## src/rtl/down_timer.sv

```systemverilog
// Loadable down-counter/timer with one-shot and auto-reload modes; optional tick prescaler under DOWN_TIMER_PRESCALE_EN.
// Latency: a control strobe takes effect on the next rising clk edge, and out, tc and busy are registered.
// Backpressure: none. Strobes are accepted every cycle with priority load > stop > start > count.
module down_timer #(
  parameter int WIDTH    = 4,
  parameter int PRESCALE = 4
) (
  input  logic             clk,
  input  logic             rstn,
  input  logic             load,
  input  logic [WIDTH-1:0] load_val,
  input  logic             start,
  input  logic             stop,
  input  logic             periodic,
  output logic [WIDTH-1:0] out,
  output logic             tc,
  output logic             busy
);

  typedef enum logic [1:0] {IDLE, RUN, DONE} state_t;

  state_t           state, state_nxt;
  logic [WIDTH-1:0] reload, reload_nxt, out_nxt;
  logic             tc_nxt;
  logic             tick;

`ifdef DOWN_TIMER_PRESCALE_EN
  localparam int PW = $clog2(PRESCALE);

  logic [PW-1:0] pcnt;

  assign tick = (pcnt == PW'(PRESCALE - 1));

  // Held at zero outside RUN and cleared when leaving RUN, so every entry starts a full prescale period.
  always_ff @(posedge clk or negedge rstn) begin
    if (!rstn) begin
      pcnt <= '0;
    end else if (state != RUN || state_nxt != RUN || tick) begin
      pcnt <= '0;
    end else begin
      pcnt <= pcnt + PW'(1);
    end
  end
`else
  assign tick = 1'b1;
`endif

  always_comb begin
    state_nxt  = state;
    out_nxt    = out;
    reload_nxt = reload;
    tc_nxt     = 1'b0;
    if (load) begin
      out_nxt    = load_val;
      reload_nxt = load_val;
      state_nxt  = IDLE;
    end else begin
      unique case (state)
        IDLE: begin
          if (start && !stop && out != '0) begin
            state_nxt = RUN;
          end
        end
        RUN: begin
          if (stop) begin
            state_nxt = IDLE;
          end else if (tick) begin
            if (out > WIDTH'(1)) begin
              out_nxt = out - WIDTH'(1);
            end else if (out == WIDTH'(1)) begin
              tc_nxt = 1'b1;
              if (periodic) begin
                out_nxt = reload;
              end else begin
                out_nxt   = '0;
                state_nxt = DONE;
              end
            end
          end
        end
        DONE: begin
          if (start && !stop) begin
            out_nxt   = reload;
            state_nxt = (reload != '0) ? RUN : IDLE;
          end
        end
        default: state_nxt = IDLE;
      endcase
    end
  end

  always_ff @(posedge clk or negedge rstn) begin
    if (!rstn) begin
      state  <= IDLE;
      out    <= '0;
      reload <= '0;
      tc     <= 1'b0;
      busy   <= 1'b0;
    end else begin
      state  <= state_nxt;
      out    <= out_nxt;
      reload <= reload_nxt;
      tc     <= tc_nxt;
      busy   <= (state_nxt == RUN);
    end
  end

endmodule

```

## config.mk

```make
export PLATFORM = sky130hd
export DESIGN_NAME = down_timer
export DESIGN_NICKNAME = d
export VERILOG_FILES = /design/src/rtl/down_timer.sv
export SDC_FILE = /design/constraint.sdc
export NUM_CORES = 1
export LEC_CHECK = 0
export BUFFER_PORTS_ARGS = -buffer_cell sky130_fd_sc_hd__buf_4
export CORE_MARGIN = 2
export CORE_UTILIZATION = 41
export CTS_CLUSTER_DIAMETER = 120
export DETAILED_ROUTE_END_ITERATION = 16
export GPL_ROUTABILITY_DRIVEN = 1
export PLACE_DENSITY_LB_ADDON = 0.2
export SLEW_MARGIN = 15
export SYNTH_ARGS = -nofsm -noshare
export SYNTH_HDL_FRONTEND = slang
export SYNTH_SLANG_ARGS = --single-unit
```

## constraint.sdc

```tcl
create_clock -name clk -period 2.6 [get_ports clk]
set_input_delay 0.26 -clock clk [delete_from_list [all_inputs] [get_ports clk]]
set_output_delay 0.26 -clock clk [all_outputs]
set_load 0.05 [all_outputs]
```

==> flow_metrics.py <==
metrics = {
    "floorplanning": {
        "core_area_um2": 1540,
        "floorplan.initialDensity_pct": 44.9,
        "dieWidth_um": 45.1,
        "die_y_um": 45.1,
        "dieArea_um2": 2030,
        "io_pins": 16,
        "placementRows": 14,
    },
    "critical_path": {
        "crit_chain": "inv_1 > ha_1 > or4b_1 > a221o_1 > o21a_1 > a32oi_1",
        "slowest_stage": "dfrtp_1",
        "critPathLaunchType": "register",
        "crit_required_ps": 2800,
        "end_kind": "register",
        "criticalPathCategory": "reg2reg",
        "arrival_ps": 2240,
        "crit_fanout": 6,
        "slowest_delay_ps": 450,
    },
    "final_layout": {
        "final_cell_area_um2": 860,
        "layout_commonest_cell": "buf_4",
        "multiInputGateArea_um2": 362,
        "num-nets-final": 101,
        "layout_common_cells": "buf_4 (15), dfrtp_1 (12), inv_1 (5)",
        "nFillCells": 144,
        "layout-drive-gt1-share_pct": 26.4,
        "regArea_um2": 300,
        "diodes": 0,
        "area_delta_synth_final_pct": 24.2,
    },
    "route": {
        "first_pass_iters": 4,
        "drtAntennaViolNets": 0,
        "drc": 0,
        "via_count": 623,
        "drt_iter0_markers": 54,
        "wl_per_cell_um": 14.9,
        "routed_wl_um": 1530,
        "via_per_inst": 6.05,
    },
    "timing": {
        "finalSetupViolCount": 0,
        "slew_violations": 0,
        "fin_tns_setup_ps": 0,
        "clock.fmax_ghz": 0.491,
        "slew-limit-headroom_pct": 60.2,
        "hold_ws_ps": 225,
        "setup_ws_ps": 561,
        "tightestPinTransition_ps": 595,
        "fin_skew_ps": 8.29,
        "fin_crit_ps": 2040,
        "rsz0062_at_grt": "no",
        "timing.final.crit_share_pct": 78.4,
        "hold_viol": 0,
    },
    "synth": {
        "synthTopCellsByArea": "dfrtp_1 (43%), ha_1 (5.4%), a221oi_1 (3.8%)",
        "syn_area_per_cell_um2": 10.0,
        "ys_seq_area_share_pct": 43.4,
        "synth_flop_cell": "dfrtp_1",
        "synth_largest_area_cell": "dfrtp_1",
        "synth_edf_count": 0,
        "synth_area_um2": 692,
        "yosysWarnings": 0,
        "synthDistinctLibCells": 33,
        "synth_nets": 82,
        "yosysTopAreaCellShare_pct": 43.4,
        "synthArstFlopShare_pct": 100,
        "synth_cells": 69,
        "ys_seq_elements": 12,
    },
    "clocking": {
        "clk_pin_slew_ps": 90,
        "cts_resized": 0,
        "root_buffer": "clkbuf_4",
        "clockBufferDepth": 2,
        "insertion_delay_ps": 280,
        "cts_htree_levels": 1,
        "clock_sinks": 12,
        "cts_buffers": 3,
        "tritoncts": "yes",
    },
    "global_route": {
        "grt.total_usage_pct": 17.9,
        "grt_util_met3_pct": 5.60,
        "grt_max_degree": 16,
        "antenna_found_initial": 0,
        "grt_overflow": 0,
        "grt_pass1_wl_um": 2530,
        "met2_usage_pct": 27.1,
        "gr-usage-met1_pct": 22.6,
        "top_usage_layer": "met2",
        "grt_pass1_vias": 583,
    },
    "pwr": {
        "comb_power_share_pct": 35.4,
        "swShare_pct": 38.4,
        "total_power_mw": 0.617,
        "seq_power_share_pct": 39.8,
        "p_sw_mw": 0.237,
        "p_leak_nw": 0.396,
        "intPower_mw": 0.380,
        "ir_drop_v": 0.000421,
        "p_clk_share_pct": 24.9,
        "pwr_density_cell_nw_per_um2": 718,
    },
    "place": {
        "io_buffers": 15,
        "place_area_um2": 813,
        "gp_congestion": 0.846,
        "hpwl_um": 1130,
        "post-place-ws_ps": 586,
    },
    "flow_run": {
        "maxCapViolations": 0,
    },
    "run_status": {
        "status": "complete, no violations",
    },
    "min_path": {
        "hold_path.class": "in2reg",
    },
}
-- stage by stage --
stage,std cells,utilization [%]
2_1_floorplan,69,-
3_3_place_gp,98,52.8
6_report,103,55.8
3_5_place_dp,98,52.8
4_1_cts,103,55.8
5_1_grt,103,55.8
-- state kept, by name (all words and copies together), names as in the netlist --
register  count
tc            1
out           4
state         2
busy          1
reload        4
-- cell families after synthesis --
logic type                 after synthesis  synth area share (%)
adders and majority gates                3                  5.43
and+or+nand+nor                         23                  18.6
buffers and inverters                    7                  4.34
AOI/OAI and AO/OA                       22                  25.0
muxes                                    2                  3.25
DFF                                     12                  43.4
-- final cells by class --
cell class / count / area share [%]
multi-input cells: 50 / 42.1
flip-flops and latches: 12 / 34.9
repair buffers: 16 / 14.3
clock buffers: 4 / 4.22
well taps: 16 / 2.33
inverters: 5 / 2.18
-- power groups by stage --
stage	clock network (mW)	logic, mW	registers [mW]
global placement	0	0.215	0.248
global route	0.170	0.238	0.250
detailed placement	0	0.218	0.249
floorplan	0	0.0960	0.299
CTS	0.158	0.220	0.245
finish	0.153	0.218	0.245
-- critical path: cells and delay by family, from the launching register on --
| kind | cells | cell delay, ps |
|---|---|---|
| AOI/OAI and AO/OA | 3 | 720 |
| adders and majority gates | 1 | 210 |
| buffers and inverters | 1 | 140 |
| DFF | 1 | 450 |
| and+or+nand+nor | 1 | 440 |
-- final timing paths --
kind                             start        end  slack [ps]  cells after the start
max                             out[0]     out[1]         560                      6
min                        load_val[2]  reload[2]         220                      2
max reg2reg                     out[0]     out[1]         560                      6
min reg2reg                  reload[3]  reload[3]         550                      1
max in group asynchronous         rstn  reload[1]        2080                      2
min in group asynchronous         rstn   state[1]         350                      2
-- synth_stat cells, types with 2 or more instances --
cell type / count
nor2_1: 4
nand2b_1: 3
a221oi_1: 3
a222oi_1: 2
o21ai_0: 4
mux2_2: 2
o2bb2ai_1: 2
dfrtp_1: 12
nand2_1: 4
nor3_1: 2
inv_1: 5
ha_1: 3
nor3b_1: 2
nor4_1: 2
-- metal layers --
metal | share of wire [%] | wire length [µm] | up-vias
met4 | 3.2 | 49 | 0
met1 | 47 | 715 | 291
met5 | 0 | 0 | -
li1 | - | - | 300
met2 | 43 | 665 | 24
met3 | 6.7 | 102 | 8
-- repair_timing --
action,4_1_cts,5_1_grt
hold buffers,1,0
hold endpoints to repair,12,0
setup buffers,0,0
setup endpoints to repair,0,0
No activity file was read; power rests on OpenSTA's default activity.
